===== src/rtl/chip8_tone_gen.sv =====
// chip8_tone_gen: multi-channel square-wave tone generator with linear attack/release
// envelopes, mixed with saturation into one unsigned 16-bit sample.
module chip8_tone_gen #(
  parameter int CHANNELS  = 2,
  parameter int PERIOD_W  = 8,
  parameter int AMP_W     = 14,
  parameter int RAMP_STEP = 64
) (
  input  logic                         clk_12k,
  input  logic                         reset,
  input  logic [CHANNELS-1:0]          ch_enable,
  input  logic [CHANNELS*PERIOD_W-1:0] ch_period,
  input  logic [CHANNELS*2-1:0]        ch_duty,
  input  logic [CHANNELS*AMP_W-1:0]    ch_level,
  output logic [15:0]                  audio_out,
  output logic [CHANNELS-1:0]          ch_active
);
  localparam int SW = AMP_W + $clog2(CHANNELS) + 1;
  localparam logic [AMP_W:0]   STEP   = (AMP_W+1)'(RAMP_STEP);
  localparam logic [AMP_W-1:0] STEP_A = AMP_W'(RAMP_STEP);
  logic [AMP_W-1:0]  env_v [CHANNELS];
  logic [CHANNELS-1:0] sq_v, nz_v;
  logic [SW-1:0]     sum;
  logic [SW+15:0]    sum_x;
  for (genvar i = 0; i < CHANNELS; i++) begin : g_ch
    logic [PERIOD_W-1:0] phase, p, per_in;
    logic [1:0]          d, duty_in;
    logic [AMP_W-1:0]    env, env_nxt, lvl;
    logic [AMP_W:0]      e1, l1, up;
    logic [PERIOD_W:0]   n, h;
    logic                run, wrap, sq;
    assign per_in  = ch_period[i*PERIOD_W +: PERIOD_W];
    assign duty_in = ch_duty[i*2 +: 2];
    assign lvl     = ch_level[i*AMP_W +: AMP_W];
    assign run     = ch_enable[i] | (env != '0);
    assign wrap    = phase == p;
    // Envelope math runs one bit wider so neither ramp direction can wrap.
    always_comb begin
      e1 = {1'b0, env};
      l1 = {1'b0, lvl};
      up = e1 + STEP;
      n  = {1'b0, p} + (PERIOD_W+1)'(1);
      h  = d == 2'b00 ? n >> 2 : d == 2'b01 ? n >> 1 : d == 2'b10 ? n >> 3 : n - (n >> 2);
      sq = {1'b0, phase} >= n - h;
      env_nxt = !ch_enable[i] ? (e1 >= STEP ? env - STEP_A : '0) :
                e1 < l1 ? (up > l1 ? lvl : up[AMP_W-1:0]) :
                e1 > l1 ? (e1 >= l1 + STEP ? env - STEP_A : lvl) : env;
    end
    always_ff @(posedge clk_12k) begin
      if (reset) begin
        phase <= '0;
        p     <= '0;
        d     <= '0;
        env   <= '0;
      end else begin
        env   <= env_nxt;
        phase <= (!run || wrap) ? '0 : phase + PERIOD_W'(1);
        if (!run || wrap) begin
          p <= per_in;
          d <= duty_in;
        end
      end
    end
    assign env_v[i] = env;
    assign sq_v[i]  = sq;
    assign nz_v[i]  = env != '0;
  end
  always_comb begin
    sum = '0;
    for (int k = 0; k < CHANNELS; k++) sum = sum + (sq_v[k] ? SW'(env_v[k]) : '0);
    sum_x = {16'b0, sum};
  end
  always_ff @(posedge clk_12k) begin
    if (reset) begin
      audio_out <= '0;
      ch_active <= '0;
    end else begin
      audio_out <= sum_x > (SW+16)'(16'hFFFF) ? 16'hFFFF : sum_x[15:0];
      ch_active <= nz_v;
    end
  end
endmodule


===== config.mk =====
export PLATFORM = sky130hd
export DESIGN_NAME = chip8_tone_gen
export DESIGN_NICKNAME = d
export VERILOG_FILES = /design/src/rtl/chip8_tone_gen.sv
export SDC_FILE = /design/constraint.sdc
export NUM_CORES = 1
export LEC_CHECK = 0
export ABC_AREA = 1
export BUFFER_PORTS_ARGS = -buffer_cell sky130_fd_sc_hd__clkbuf_2
export CAP_MARGIN = 5
export CORE_ASPECT_RATIO = 1.75
export CORE_UTILIZATION = 40
export DETAILED_ROUTE_END_ITERATION = 16
export PLACE_DENSITY = 0.68
export SLEW_MARGIN = 20
export SYNTH_ARGS = -nofsm -noshare
export SYNTH_HDL_FRONTEND = slang
export SYNTH_SLANG_ARGS = --single-unit

===== constraint.sdc =====
create_clock -name clk_12k -period 5.5 [get_ports clk_12k]
set_input_delay 0 -clock clk_12k [delete_from_list [all_inputs] [get_ports clk_12k]]
set_output_delay 0 -clock clk_12k [all_outputs]
set_load 0.1 [all_outputs]

# After elaboration in Yosys (flattened, before gate mapping)
# Index checks and enable logic that the tools add are counted.
[totals] output_inout_bits=18 ff_bits=82 wordCells=79
[classes] muxes=21 bitwise=2 addsub=15 eq_ne=8 order_cmp=13 reduce_logical=10
[ops] operator="two-way mux 14 bit" count=14
[ops] operator="adder 14 x 7 -> 15 bit (second input constant)" count=4
[ops] operator="two-way mux 9 bit" count=6
[ops] operator=">= comparator 14 x 15 -> 1 bit" count=2
[ops] operator="greater-than comparator 15 x 14 -> 1 bit" count=2
[ops] operator=">= comparator 14 x 7 -> 1 bit (second input constant)" count=2
[ops] operator="greater-than comparator 14 bit" count=2
[ops] operator="less-than comparator 14 bit" count=2
[ops] operator="nonzero test 14 bit" count=2
[ops] operator="subtractor 14 x 7 -> 14 bit (second input constant)" count=2
[ops] operator="adder 8 x 1 -> 9 bit (second input constant)" count=2
[ops] operator=">= comparator 8 x 9 -> 1 bit" count=2
[ops] operator="subtractor 9 x 7 -> 9 bit" count=2
[ops] operator="subtractor 9 bit" count=2
[ops] operator="adder 8 x 1 -> 8 bit (second input constant)" count=2
[ops] operator="== test 8 bit" count=2
[ops] operator="greater-than comparator 15 x 16 -> 1 bit (second input constant)" count=1
[ops] operator="two-way mux 16 bit" count=1
[ops] operator="adder 14 x 14 -> 15 bit" count=1
[ops] operator="!= test 3 x 1 -> 1 bit (second input constant)" count=2
[ops] operator="== test 2 x 1 -> 1 bit (second input constant)" count=2
[ops] operator="== test 2 bit (second input constant)" count=2
[ops] operator="logical NOT 2 bit" count=2
[ops] operator="OR reduction 2 bit" count=2
[ops] operator="3 further kinds" count=6

# Logic depth before layout (Yosys ltp)
[logic_depth] ltp_word=11 ltp_mapped=46 ltp_nobuf=45

# Least setup slack after synthesis
# Ideal clock, no wire load.
[synth_path] path_type="register to register" startpoint="register g_ch[1].p[1]" endpoint="register audio_out[13]" n_path_buf=1 path_stages_with_launch=39 synth_period_minus_slack_ps=5629 t_required_ps=5385 t_arrival_ps=5515 setup_slack_ps=-129 path_cell_list="dfxtp_1 -> ha_1 -> xnor2_2 -> inv_2 -> ha_1 -> inv_1 -> ha_1 -> a221oi_1 -> o21ai_0 -> o21ai_0 -> inv_1 -> fa_1 -> nand3b_1 -> and2_1 -> xor2_1 -> ha_1 -> o21a_1 -> o21a_1 -> [3 not listed] -> nand3_4 -> buf_12 -> nor2_4 -> ha_1 -> inv_1 -> o21ai_0 -> a31oi_1 -> a21oi_1 -> o21ai_0 -> nand2_1 -> nand3_1 -> nand2_1 -> nand2_1 -> inv_1 -> o21ai_0 -> nand3_1 -> nand2_1 -> nor2_1"
[synth_via] elab_chain_cells=11
[synth_rtl] element="start, declared" line="26" text="logic [PERIOD_W-1:0] phase, p, per_in;"
[synth_rtl] element="start signal, assigned" line="59" text="p <= per_in;"
[synth_rtl] element="adder 8 x 1 -> 9 bit *" line="42" text="n = {1'b0, p} + (PERIOD_W+1)'(1);"
[synth_rtl] element="subtractor 9 x 7 -> 9 bit" line="43" text="h = d == 2'b00 ? n >> 2 : d == 2'b01 ? n >> 1 : d == 2'b10 ? n >> 3 : n - (n >> 2);"
[synth_rtl] element="two-way mux 9 bit (3 in series)" line="43"
[synth_rtl] element="subtractor 9 bit *" line="44" text="sq = {1'b0, phase} >= n - h;"
[synth_rtl] element=">= comparator 8 x 9 -> 1 bit *" line="44"
[synth_rtl] element="two-way mux 14 bit *" line="70" text="for (int k = 0; k < CHANNELS; k++) sum = sum + (sq_v[k] ? SW'(env_v[k]) : '0);"
[synth_rtl] element="adder 14 x 14 -> 15 bit *" line="70"
[synth_rtl] element="greater-than comparator 15 x 16 -> 1 bit" line="78" text="audio_out <= sum_x > (SW+16)'(16'hFFFF) ? 16'hFFFF : sum_x[15:0];"
[synth_rtl] element="two-way mux 16 bit *" line="78"
[synth_rtl] element="end signal, assigned" line="78"
[synth_rtl] element="end, declared" line="15" text="output logic [15:0] audio_out,"
# Mark *: on every way between the ends. The rest lies on a longest branch, timed or not.
# A chain may end at the register's enable or synchronous reset.

# Worst setup path after layout
# Same ends and word-level chain as after synthesis.

==> results by group <==
Outcome
  – Outcome: finished, violations left
  – Failing checks: negative setup slack

Place
  – Post-DP HPWL: between 20 and 25 mm
  – Setup Slack @ Placement: -324 ps
  – GP Congestion: 0.915
  – Buffers on Ports: slightly below 70

Flow run
  – Max Cap Viol: 0

Synthesis
  – Sequential cell area fraction in the yosys report: 17.1%
  – Cell Area, Synth: 0.00947 mm²
  – Cell variety after synth: 59
  – Adder-cell share of the synthesized area: between 10% and 20%
  – Post-Synth Simple-Gate Area: between 20% and 30%
  – Largest family of logic cells by synthesized area: simple AND/OR/NAND/NOR gates
  – Count of yosys warnings during synthesis: 0
  – Syn Area/Cell: around 6.9 µm²
  – Cells after Synth: 1382
  – Synth Register Bits: 81
  – Synth Net Count: 1567
  – Asr flop ratio synth: 0%
  – Compound-Gate Fraction of Synth Area: 18.4%
  – Number of synthesized flops with an enable pin: 0
  – Main synth FF type: dfxtp_1
  – Xor/xnor share of the synthesized area: 7.07%
  – Multiplexer share of the synthesized area: 0%

Min path
  – Worst Hold End: g_ch[0].env[9]
  – Worst hold-check path type: in -> reg
  – Hold Crit Depth: 3
  – Hold_sp: ch_enable[0]

Floorplan
  – Die area: 0.0243 mm²
  – Initial core utilization: 40.6%
  – DIE HEIGHT: 206 µm
  – Core area: 0.0233 mm²
  – Row Count: 74
  – Ports: 70
  – Die Wd: 118 µm

Setup path
  – Slowest cell delay on critical path: around 530 ps
  – Worst EP arrival: around 6000 ps
  – Slowest CP cell: fa_2
  – Flop2flop setup slack: -240 ps
  – WS Path Type: reg -> reg
  – Reg2Reg Depth: 39
  – FF-to-FF Start: g_ch[1].p[1]
  – Most used cell, CP: o21ai_1
  – WP data required: 5790 ps
  – Worst-path fanout max: 6
  – Critical path endpoint category: flop
  – Startpoint types: flop
  – Delay-heaviest family, CP: compound AO/OA/AOI/OAI gates
  – Critical R2R Capture: audio_out[13]
  – WP buf/inv: 7

Power
  – Design Power: between 5 and 6 mW
  – Net Sw Frac: 49.1%
  – Net Switching: roughly 2.6 mW
  – LEAKAGE: 5.81 nW
  – Cell Pwr Density: 445 mW/mm²
  – Max rail drop VDD: 0.256 mV
  – Sequential power share: 16.8%
  – Clock power frac: 11.0%
  – Gate power share: 72.2%
  – Int Power: 2.73 mW

Timing
  – Slew @ Worst Pin: 774 ps
  – Final Critical Period: 5740 ps
  – Hold Vio Cnt, Final: 0
  – Final setup viols: 7
  – FMAX: 174 MHz
  – Final slew viol count: 0
  – Final worst slack: -235 ps
  – Period utilisation layout: 104%
  – Max Clock Skew: 8.57 ps
  – RSZ-0062 raised after global routing: yes
  – Max-slew headroom: 48.3%

Global route
  – Antenna violations before repair: 0
  – First-pass GRT wire length: between 40 and 50 mm
  – Vias in the first global route: 9992
  – Largest net degree at the start of global routing: 27
  – Grt ovf: 0
  – Overall Global Routing Usage: 22.9%

Detailed routing
  – Antenna Violating Nets Remaining: 0
  – Post-Route WL: 28.4 mm
  – Vias per std cell: 5.24
  – Total vias in the final route: between 9000 and 10000
  – Routed len/inst: 14.9 µm
  – Drt drc: 0
  – Number of iterations in the first detailed-routing pass: 7
  – DRT iter0 DRCs: between 200 and 300

CTS
  – Num CTS Buffers: 9
  – CTS sink cnt: 81
  – Clk_lat worst skew: approximately 350 ps
  – Clock slew at reported path FFs: 60 ps
  – CTS tree: done
  – H-tree lvl count: 3
  – Clk buf depth: 2
  – Root buf cell: clkbuf_16

Cells and area
  – Ant. Diodes: 0
  – Final #Nets: 1782
  – Layout cell share with drive strength beyond 1: 24.5%
  – # fillers: 2235
  – Area growth syn-to-layout: 27.4%
  – Commonest non-fill, non-tap cells in the layout: nand2_1 (195), inv_1 (190), buf_4 (130), ha_1 (115), a21oi_1 (111)
  – Most common cell after layout, fill and taps aside: nand2_1
  – Util after Layout: roughly half
==> sequential cells by signal, indices dropped and copies added, names as in the netlist <==
name	flops
audio_out	15
ch_active	2
g_ch.d	4
g_ch.env	28
g_ch.p	16
g_ch.phase	16
==> power by group through the flow <==
stage               combinational, mW  clock (mW)  sequential (mW)
floorplan                        2.55           0            0.894
global placement                 3.48           0            0.901
detailed placement               3.56           0            0.907
CTS                              3.69       0.603            0.897
global route                     4.35       0.623            0.920
finish                           3.87       0.589            0.902
==> cell families (layout without fill, tap and decap cells) <==
logic type,after synthesis,in the layout
AOI/OAI and AO/OA,303,303
xor gates and xnor gates,73,73
adders and majority gates,133,133
buffers and inverters,239,456
DFF,81,81
other,1,1
and+or+nand+nor,552,552
==> metrics by stage <==
step / setup TNS (ps) / std cells / hold slack, ps / instance area (µm²)
4_1_cts: -32.2 / 1887 / 29.3 / 11700
2_1_floorplan: 0 / 1382 / 135 / 9500
6_report: -973 / 1903 / 44.9 / 12100
3_3_place_gp: -495 / 1824 / 230 / 10800
5_1_grt: -4360 / 1903 / 56.7 / 12100
3_5_place_dp: -1290 / 1824 / 242 / 10800
==> worst max path at each step <==
stage / start / to / cells after the start
after detailed placement: g_ch[1].p[0] / audio_out[14] / 39
after global placement: g_ch[1].p[0] / audio_out[13] / 38
after CTS: g_ch[1].p[2] / audio_out[14] / 42
after global routing: g_ch[1].p[1] / audio_out[13] / 45
after floorplan: g_ch[1].p[1] / audio_out[13] / 38
final: g_ch[1].p[1] / audio_out[13] / 39
==> routing by layer <==
metal	global-route usage, %	vias to the layer above	wire length (µm)
li1	-	5077	-
met3	1.83	89	734
met5	0	-	0
met1	22.0	4566	10500
met4	14.7	0	1500
met2	45.9	242	15600
==> repair_timing <==
action / CTS / global route
pin swaps: 19 / 51
hold endpoints to repair: 31 / 0
hold buffers: 31 / 0
gates resized for setup: 45 / 62
endpoints found under the setup margin: 6 / 10
setup buffers: 19 / 16
==> layout make-up <==
class / instances / area [µm²] / share of cell area (%)
Timing Repair Buffer: 233 / 1690 / 14.0
Sequential cell: 81 / 1640 / 13.6
Multi-Input combinational cell: 1062 / 7280 / 60.3
Tap cell: 304 / 380 / 3.15
Clock buffer: 9 / 225 / 1.87
Clock inverter: 4 / 47.5 / 0.394
Inverter: 210 / 800 / 6.63
==> synthesized netlist by cell type, types with 6 or more instances <==
cell,n,area share (%)
nand2_1,206,8.2
inv_1,197,7.8
ha_1,130,17
a21oi_1,115,6.1
nor2_1,111,4.4
o21ai_0,101,5.3
dfxtp_1,81,17
nand3_1,77,4.1
xor2_1,54,5.0
nand4_1,36,2.4
nand2_2,25,1.7
nor2_4,23,2.7
nor3_1,21,1.1
clkbuf_1,19,0.75
o21a_1,19,1.5
xnor2_1,15,1.4
o211ai_1,13,1.0
inv_2,12,0.48
nand3_2,11,1.2
nor4_1,10,0.66
a31oi_1,8,0.53
a21boi_0,6,0.48
nand2_4,6,0.71
==> worst reg2reg max path: cells and delay by family (launching register included) <==
kind / cells / cell delay [ps]
AOI/OAI and AO/OA: 13 / 1690
adders and majority gates: 6 / 1580
and+or+nand+nor: 12 / 1270
buffers and inverters: 7 / 610
DFF: 1 / 360
xor gates and xnor gates: 1 / 150
(Power assumes the default switching activity.)
